[config.mk]
export PLATFORM = sky130hd
export DESIGN_NAME = repetition_decoder_flat
export DESIGN_NICKNAME = d
export VERILOG_FILES = /design/src/rtl/repetition_decoder_if.sv /design/src/rtl/repetition_decoder.sv /design/src/flat_wrapper.sv
export SDC_FILE = /design/constraint.sdc
export NUM_CORES = 1
export LEC_CHECK = 0
export BUFFER_PORTS_ARGS = -buffer_cell sky130_fd_sc_hd__buf_4
export CORE_ASPECT_RATIO = 0.6
export CORE_MARGIN = 5
export CORE_UTILIZATION = 45
export DETAILED_ROUTE_END_ITERATION = 7
export GPL_TIMING_DRIVEN = 0
export HOLD_SLACK_MARGIN = 0.03
export PLACE_DENSITY = 0.66
export SLEW_MARGIN = 20
export SYNTH_ARGS = -nofsm -noshare
export SYNTH_HDL_FRONTEND = slang
export SYNTH_SLANG_ARGS = --single-unit
[constraint.sdc]
create_clock -name clk_i -period 3.6 [get_ports clk_i]
set_clock_uncertainty 0.15 [all_clocks]
set_input_delay 0.36 -clock clk_i [delete_from_list [all_inputs] [get_ports clk_i]]
set_output_delay 0.36 -clock clk_i [all_outputs]
set_load 0.02 [all_outputs]
[src/rtl/repetition_decoder_if.sv]
// Chip-stream input and decoded-word valid/ready output of the repetition decoder.
// Signal suffixes are from the decoder's point of view.
interface repetition_decoder_if #(
   parameter int DATA_W = 8
);
   logic              sync_i;
   logic              x_i;
   logic              x_valid_i;
   logic [DATA_W-1:0] y_o;
   logic              y_valid_o;
   logic              y_ready_i;

   modport master (
      output sync_i, x_i, x_valid_i, y_ready_i,
      input  y_o, y_valid_o
   );

   modport slave (
      input  sync_i, x_i, x_valid_i, y_ready_i,
      output y_o, y_valid_o
   );
endinterface

[src/rtl/repetition_decoder.sv]
// Majority-vote decoder for REP-times repeated chips, assembling LSB-first DATA_W-bit words
// with correction reporting and sticky overflow on dropped words.
module repetition_decoder #(
   parameter int REP    = 3,
   parameter int DATA_W = 8
) (
   input  logic                 clk_i,
   input  logic                 rst_ni,
   repetition_decoder_if.slave  bus,
   output logic                 corr_o,
   output logic [15:0]          err_cnt_o,
   output logic                 overflow_o
);

   localparam int CW = $clog2(REP);
   localparam int OW = $clog2(REP + 1);
   localparam int BW = $clog2(DATA_W);

   localparam logic [CW-1:0] CHIP_LAST = CW'(REP - 1);
   localparam logic [OW-1:0] HALF      = OW'((REP - 1) / 2);
   localparam logic [OW-1:0] ALL_ONES  = OW'(REP);
   localparam logic [BW-1:0] BIT_LAST  = BW'(DATA_W - 1);

   logic [CW-1:0]     chip_q, chip_d;
   logic [OW-1:0]     ones_q, ones_d;
   logic [BW-1:0]     bit_q, bit_d;
   logic [DATA_W-1:0] shift_q, shift_d;
   logic [DATA_W-1:0] y_q, y_d;
   logic              y_valid_q, y_valid_d;
   logic              corr_q, corr_d;
   logic [15:0]       err_q, err_d;
   logic              ovf_q, ovf_d;

   logic [OW-1:0]     total;
   logic              grp_done;
   logic              bit_val;
   logic              grp_corr;
   logic              word_done;
   logic [DATA_W-1:0] word;

   always_comb begin
      total     = ones_q + OW'(bus.x_i);
      grp_done  = bus.x_valid_i && !bus.sync_i && (chip_q == CHIP_LAST);
      bit_val   = total > HALF;
      grp_corr  = grp_done && (total != '0) && (total != ALL_ONES);
      word      = {bit_val, shift_q[DATA_W-1:1]};
      word_done = grp_done && (bit_q == BIT_LAST);

      chip_d    = chip_q;
      ones_d    = ones_q;
      bit_d     = bit_q;
      shift_d   = shift_q;
      y_d       = y_q;
      y_valid_d = y_valid_q;
      ovf_d     = ovf_q;
      corr_d    = grp_corr;
      err_d     = (grp_corr && (err_q != 16'hFFFF)) ? err_q + 16'd1 : err_q;

      // sync wins over a chip arriving in the same cycle; that chip is dropped
      if (bus.sync_i) begin
         chip_d  = '0;
         ones_d  = '0;
         bit_d   = '0;
         shift_d = '0;
      end else if (bus.x_valid_i) begin
         if (grp_done) begin
            chip_d  = '0;
            ones_d  = '0;
            shift_d = word;
            bit_d   = (bit_q == BIT_LAST) ? '0 : bit_q + BW'(1);
         end else begin
            chip_d = chip_q + CW'(1);
            ones_d = total;
         end
      end

      // a word completing against a stalled consumer is dropped, not queued
      if (word_done) begin
         if (!y_valid_q || bus.y_ready_i) begin
            y_d       = word;
            y_valid_d = 1'b1;
         end else begin
            ovf_d = 1'b1;
         end
      end else if (y_valid_q && bus.y_ready_i) begin
         y_valid_d = 1'b0;
      end
   end

   always_ff @(posedge clk_i or negedge rst_ni) begin
      if (!rst_ni) begin
         chip_q    <= '0;
         ones_q    <= '0;
         bit_q     <= '0;
         shift_q   <= '0;
         y_q       <= '0;
         y_valid_q <= 1'b0;
         corr_q    <= 1'b0;
         err_q     <= '0;
         ovf_q     <= 1'b0;
      end else begin
         chip_q    <= chip_d;
         ones_q    <= ones_d;
         bit_q     <= bit_d;
         shift_q   <= shift_d;
         y_q       <= y_d;
         y_valid_q <= y_valid_d;
         corr_q    <= corr_d;
         err_q     <= err_d;
         ovf_q     <= ovf_d;
      end
   end

   assign bus.y_o       = y_q;
   assign bus.y_valid_o = y_valid_q;
   assign corr_o        = corr_q;
   assign err_cnt_o     = err_q;
   assign overflow_o    = ovf_q;

endmodule

[src/flat_wrapper.sv]
// flat-port wrapper written by rule: the top's interface ports become plain ports
module repetition_decoder_flat 
#(
   parameter int REP    = 3,
   parameter int DATA_W = 8
)
  (clk_i, rst_ni, corr_o, err_cnt_o, overflow_o, bus_sync_i, bus_x_i, bus_x_valid_i, bus_y_ready_i, bus_y_o, bus_y_valid_o);
  repetition_decoder_if #(.DATA_W(DATA_W)) bus_i ();
  input  logic clk_i;
  input  logic rst_ni;
  output logic corr_o;
  output logic [15:0] err_cnt_o;
  output logic overflow_o;
  input wire logic [$bits(bus_i.sync_i)-1:0] bus_sync_i;
  input wire logic [$bits(bus_i.x_i)-1:0] bus_x_i;
  input wire logic [$bits(bus_i.x_valid_i)-1:0] bus_x_valid_i;
  input wire logic [$bits(bus_i.y_ready_i)-1:0] bus_y_ready_i;
  output wire logic [$bits(bus_i.y_o)-1:0] bus_y_o;
  output wire logic [$bits(bus_i.y_valid_o)-1:0] bus_y_valid_o;
  assign bus_i.sync_i = bus_sync_i;
  assign bus_i.x_i = bus_x_i;
  assign bus_i.x_valid_i = bus_x_valid_i;
  assign bus_i.y_ready_i = bus_y_ready_i;
  assign bus_y_o = bus_i.y_o;
  assign bus_y_valid_o = bus_i.y_valid_o;
  repetition_decoder #(.REP(REP), .DATA_W(DATA_W)) u_core (.clk_i(clk_i), .rst_ni(rst_ni), .bus(bus_i), .corr_o(corr_o), .err_cnt_o(err_cnt_o), .overflow_o(overflow_o));
endmodule
==> run_results.csv, run 1 <==
group,metric,value,unit
routing,finalWirelength,3.844,mm
grt,met2_usage,0.2405,
worst_hold_path,hold_path.class,"input port to flop",
outcome,status,"completed",
floorplan,die_width,93.18,µm
logic_synthesis,yosys-mux-area-fraction,0.06564,
floorplan,row_count,18,
grt,met1_usage,0.2016,
logic_synthesis,synth.cell_area,1868,µm²
routing,drt-initial-drc-count,49,
setup_path,arrival,2.50,ns
clock_network,htreeDepth,2,
routing,via_per_inst,5.292,
setup_path,crit_family,"simple AND/OR/NAND/NOR gates",
power,internal_power,0.0006752,W
logic_synthesis,synth-compound-area-share,0.04287,
clock_network,hold_buffers,1,
grt,gr-usage-met3,0.04025,
layout,syn_to_final_growth,21.77,%
power,power.leakage,1.155,nW
logic_synthesis,netlist.area_leader.share,0.5492,
logic_synthesis,synth-seq-cells,41,
placement,gp_congestion,0.8284,
power,clkPwrFrac,0.372,
timing,whs,0.2272,ns
setup_path,path_max_fanout,10,
grt,busiest_layer,"met2",
logic_synthesis,synth-simple-area-share,0.2150,
timing,finalHoldViolCount,0,
grt,antenna_found_initial,0,
setup_path,max_stage_delay,0.82,ns
clock_network,cts_sinks,41,
floorplan,core_area,4054,µm²
clock_network,clockBufferDepth,2,
placement,placed_cells,248,
logic_synthesis,synth_edf_count,0,
floorplan,ios,33,
power,pwr-share-comb,0.078,
timing,fin_crit_sh,0.6893,
layout,drive_above_1_share,0.2657,
routing,drcViolationCount,0,
grt,grt_pass1_vias,1364,
setup_path,startpoint_type,"flop",
logic_synthesis,yosysTopAreaCell,"dfrtp_1",
clock_network,cts_setup_buffers,0,
clock_network,cts_tree,"built",
routing,dr.pass1.iters,4,
timing,finalCriticalPeriod,2.482,ns
logic_synthesis,synth-async-reset-ratio,1.000,
timing,rsz0062_at_grt,"no",
clock_network,clk_pin_slew,0.08,ns
logic_synthesis,ys_warn_count,0,
routing,final_antenna_net_count,0,
grt,grt_pass1_wl,6.472,mm
power,p_per_area,387.2,nW/µm²
logic_synthesis,syn_area_per_cell,11.19,µm²
logic_synthesis,syn_nets,177,
placement,portBuffers,31,
setup_path,crit_buf_inv,1,
logic_synthesis,yosys.area_share.adder,0.02679,
logic_synthesis,synth-xor-area-share,0.08238,
setup_path,worstPathRequired,3.62,ns
clock_network,cts_resized,0,
placement,dp_hpwl,2.777,mm
grt,grt_usage,0.1541,
floorplan,dieArea,5582,µm²
setup_path,path_class,"flop to flop",
logic_synthesis,synth_cells,167,
setup_path,cpMaxStageDelayCell,"nor4_1",
timing,slew-limit-headroom,0.3662,
logic_synthesis,synth_top_family_by_area,"simple AND/OR/NAND/NOR gates",
clock_network,cts-root-buf,"clkbuf_8",
floorplan,die_h,59.91,µm
clock_network,cts_made_buffers,5,
clock_network,insertion_delay,0.29,ns
timing,fin_tns_setup,0,ns
timing,max_freq,403.0,MHz
logic_synthesis,synth.distinct_cells,31,
grt,grt_max_degree,42,
timing,setup_viol,0,
logic_synthesis,synth_common_cells,"41 x dfrtp_1, 18 x nand2_1, 13 x xor2_1, 12 x nand2b_1, 11 x o21ai_0",
setup_path,ff2ff_setup_slack,1.12,ns
job,drv_cap,0,
layout,insertedDiodeCount,0,
power,switching_share,0.2334,
power,power.total,0.0008808,W
layout,nNetsFinal,216,
logic_synthesis,synth_most_common_cell,"dfrtp_1",
timing,slew_violations,0,
grt,grt-ovfl-total,0,
logic_synthesis,synthTopCellsByArea,"dfrtp_1 55%, xor2_1 6.1%, mux2_2 6.0%",
routing,wire_per_inst,14.96,µm
power,power.share.sequential,0.550,
logic_synthesis,ys_seq_area_frac,0.5492,
power,p_sw,0.0002056,W
setup_path,cp-end-kind,"flop",
logic_synthesis,synth_ff_type,"dfrtp_1",
routing,vias,1360,
timing,worst_pin_slew,0.9420,ns
timing,fin_ws,1.118,ns
placement,dpl_worst_slack,1.098,ns
setup_path,path_cells,"ha_1 > nand4_1 > nor4_1 > buf_2 > nor3_1 > xor2_1",
layout,stdcell_count,257,
floorplan,initial_utilization,0.4608,
power,vdd_ir_drop_max,205.9,µV
==> state kept, by name (all words and copies together), names as in the netlist <==
signal                count
u_core.bus.y_valid_o      1
u_core.chip_q             2
u_core.bit_q              3
u_core.corr_o             1
u_core.shift_q            7
u_core.ones_q             2
u_core.overflow_o         1
u_core.err_cnt_o         16
u_core.bus.y_o            8
==> worst min-delay path, delay by kind of cell <==
kind	cells	cell delay [ns]
simple gates	2	0.20
buf+inv	1	0.07
==> through the flow <==
step | area [µm²] | utilization
5_1_grt | 2275 | 0.5611
3_5_place_dp | 2163 | 0.5336
3_3_place_gp | 2163 | 0.5336
4_1_cts | 2275 | 0.5611
6_report | 2275 | 0.5611
2_1_floorplan | 1868 | -
==> final cells by class <==
| type | instances | area (µm²) |
|---|---|---|
| plain buffers | 6 | 26.28 |
| clock buffers | 7 | 96.34 |
| clock inverters | 1 | 5.005 |
| fillers | 352 | 1779 |
| inverters | 2 | 7.507 |
| multi-input cells | 118 | 808.3 |
| flip-flops and latches | 41 | 1026 |
| well taps | 50 | 62.56 |
| repair buffers | 32 | 242.7 |
==> cells by family after synthesis <==
family	after synthesis
flip-flops	41
AND/OR/NAND/NOR	72
multiplexers	11
XOR/XNOR	16
AO/OA/AOI/OAI	15
buffers and inverters	8
adder cells (fa/ha/maj)	4
==> worst paths after layout <==
path | start | end | cells after the start
max in group asynchronous | rst_ni | u_core.overflow_o | 2
hold reg to reg | u_core.overflow_o | u_core.overflow_o | 1
min in group asynchronous | rst_ni | u_core.err_cnt_o[0] | 2
setup reg to reg | u_core.err_cnt_o[1] | u_core.err_cnt_o[3] | 6
hold / removal | bus_y_ready_i | u_core.bus.y_valid_o | 3
setup / recovery | u_core.err_cnt_o[1] | u_core.err_cnt_o[3] | 6
==> power by group through the flow <==
stage	Combinational [W]	Clock (W)	Sequential (W)
CTS	0.0000708	0.000344	0.000484
floorplan	0.0000282	0	0.000499
detailed placement	0.0000680	0	0.000493
global route	0.0000767	0.000361	0.000486
finish	0.0000688	0.000328	0.000484
global placement	0.0000653	0	0.000492
==> cells in the final DEF, fill, tap and decap left out, drive strengths merged, types with 2 or more instances in the layout <==
| cell type | synthesis | layout |
|---|---|---|
| nand2b | 12 | 12 |
| nor3 | 7 | 7 |
| o21ai | 11 | 11 |
| nor2 | 5 | 5 |
| a21oi | 2 | 2 |
| buf | 3 | 34 |
| nand4 | 5 | 5 |
| inv | 2 | 2 |
| nand3b | 2 | 2 |
| xor2 | 13 | 13 |
| xnor2 | 2 | 2 |
| dfrtp | 41 | 41 |
| mux2 | 10 | 10 |
| and3 | 2 | 2 |
| ha | 4 | 4 |
| clkbuf | 3 | 10 |
| nand3 | 8 | 8 |
| nor4 | 5 | 5 |
| nor3b | 2 | 2 |
| nand2 | 18 | 18 |
==> layer usage <==
| layer | vias up | wire length, µm |
|---|---|---|
| met5 | - | 0 |
| met2 | 30 | 1770 |
| met4 | 0 | 60 |
| li1 | 657 | - |
| met3 | 9 | 159 |
| met1 | 664 | 1854 |
Power figures use the tool's default switching activity.
==> run 2, diff against run 1 <==
==> constraint.sdc (replaced) <==
create_clock -name clk_i -period 2.35 [get_ports clk_i]
set_clock_uncertainty 0.15 [all_clocks]
set_input_delay 0.235 -clock clk_i [delete_from_list [all_inputs] [get_ports clk_i]]
set_output_delay 0.235 -clock clk_i [all_outputs]
set_load 0.02 [all_outputs]
==> run_results.csv, run 2 (same netlist as run 1, synthesis figures left out) <==
group,metric,value,unit
outcome,status,"completed",
worst_hold_path,worstHoldStart,"bus_y_ready_i",
setup_path,ff2ff_setup_slack,0.11,ns
grt,grt_pass1_vias,1369,
worst_hold_path,hold_depth,3,
layout,fill_cells,350,
setup_path,max_stage_delay,0.59,ns
placement,dpl_worst_slack,-0.06760,ns
power,clkPwrFrac,0.374,
routing,drt-initial-drc-count,50,
grt,grt-ovfl-total,0,
power,pwr-share-comb,0.077,
layout,layout_commonest_cell,"dfrtp_1",
timing,fin_ws,0.1059,ns
clock_network,clk_pin_slew,0.08,ns
floorplan,core_area,4054,µm²
grt,grt_usage,0.1549,
power,power.leakage,1.175,nW
clock_network,cts_sinks,41,
timing,finalCriticalPeriod,2.244,ns
timing,setup_viol,0,
grt,antenna_found_initial,0,
setup_path,path_class,"flop to flop",
timing,max_freq,445.6,MHz
timing,slew_violations,0,
floorplan,die_h,59.91,µm
timing,slew-limit-headroom,0.6569,
setup_path,cpMaxStageDelayCell,"or4_4",
power,internal_power,0.001032,W
clock_network,htreeDepth,2,
floorplan,row_count,18,
layout,multi_input_area,847.1,µm²
layout,insertedDiodeCount,0,
routing,final_antenna_net_count,0,
power,p_sw,0.0003173,W
routing,finalWirelength,3.929,mm
setup_path,cp-startpoint,"u_core.ones_q[0]",
routing,vias,1380,
layout,utilization,0.5710,
clock_network,cts_setup_buffers,0,
placement,portBuffers,31,
floorplan,dieArea,5582,µm²
setup_path,worstPathRequired,2.42,ns
clock_network,clockBufferDepth,2,
layout,stdcell_count,257,
floorplan,die_width,93.18,µm
clock_network,cts_tree,"built",
clock_network,cts-root-buf,"clkbuf_8",
setup_path,reg2reg_from,"u_core.ones_q[0]",
grt,grt_max_degree,42,
timing,worst_pin_slew,0.5147,ns
routing,dr.pass1.iters,4,
clock_network,cts_made_buffers,5,
layout,syn_to_final_growth,23.91,%
clock_network,insertion_delay,0.29,ns
power,power.share.sequential,0.550,
layout,largest_reg_flops,16,
timing,fin_crit_sh,0.9549,
placement,placed_cells,248,
routing,wire_per_inst,15.29,µm
job,drv_cap,0,
routing,drcViolationCount,0,
setup_path,startpoint_type,"flop",
power,p_per_area,583.0,nW/µm²
layout,drive_above_1_share,0.2947,
power,switching_share,0.2351,
power,vdd_ir_drop_max,317.5,µV
floorplan,ios,33,
timing,finalHoldViolCount,0,
setup_path,reg2regPathDepth,5,
grt,grt_pass1_wl,6.520,mm
layout,layout_common_cells,"41 x dfrtp_1, 31 x buf_4, 18 x nand2_1",
setup_path,path_max_fanout,5,
floorplan,initial_utilization,0.4608,
worst_hold_path,hold_path.class,"input port to flop",
routing,via_per_inst,5.370,
placement,dp_hpwl,2.777,mm
setup_path,path_cells,"ha_1 > xnor3_1 > or4_4 > nor4_2 > xor2_1",
layout,ff_latch_area,1026,µm²
placement,gp_congestion,0.8284,
timing,whs,0.1019,ns
setup_path,cp-end-kind,"flop",
setup_path,arrival,2.32,ns
layout,nNetsFinal,216,
==> run 2: changes by cell type in the layout (fill, tap and decap cells not counted) <==
cell	previous run	this run
nor4_2	1	2
nor4_1	4	2
buf_2	3	4
nor3_2	0	2
nor2_1	5	4
nor2_4	0	1
clkbuf_1	3	2
nor4_4	0	1
nor3_1	7	5
==> run 2: final cells by class <==
type,count,area share
Multi-Input combinational cell,118,0.3659
Timing Repair Buffer,32,0.1049
Clock inverter,1,0.002162
Clock buffer,7,0.04162
Tap cell,50,0.02703
Sequential cell,41,0.4432
Inverter,2,0.003243
Buffer,6,0.01189
==> run 2: path summary, 6_finish.rpt <==
kind / endpoint
max in group asynchronous: u_core.ones_q[0]
min in group asynchronous: u_core.chip_q[0]
worst min register to register: u_core.overflow_o
worst max register to register: u_core.err_cnt_o[15]
worst min-delay path: u_core.bus.y_valid_o
worst max-delay path: u_core.err_cnt_o[15]
==> run 2: worst max-delay path, delay by kind of cell (launching register included) <==
kind,cells,cell delay (ns)
flops,1,0.39
simple gates,2,0.85
fa+ha+maj,1,0.24
xor+xnor,2,0.55
==> run 2: per-layer routing <==
metal	GRT usage	vias up	wire length, µm
li1	-	660	-
met1	0.2032	683	1845
met2	0.2416	30	1861
met3	0.04025	7	165
met4	0.07724	0	57
met5	0	-	0
==> run 2: through the flow <==
stage	power [W]	cell area (µm²)	TNS, ns
floorplan	0.0008070	1868	0
global placement	0.0008533	2163	-0.02902
detailed placement	0.0008597	2163	-0.4529
CTS	0.001377	2290	0
global route	0.001414	2315	-0.02000
finish	0.001349	2315	0
==> run 2: power groups by stage <==
stage          clock (W)  combinational, W  sequential [W]
2_1_floorplan          0         0.0000432        0.000764
3_3_place_gp           0          0.000100        0.000753
3_5_place_dp           0          0.000104        0.000755
4_1_cts         0.000526          0.000109        0.000742
5_1_grt         0.000553          0.000116        0.000745
6_report        0.000504          0.000103        0.000742
==> run 2: repair_timing <==
action                                  in CTS  in global routing
hold buffers                                 1                  0
hold endpoints to repair                    41                  0
pin swaps                                    0                  1
resized for setup                            4                  5
endpoints found under the setup margin      12                 12
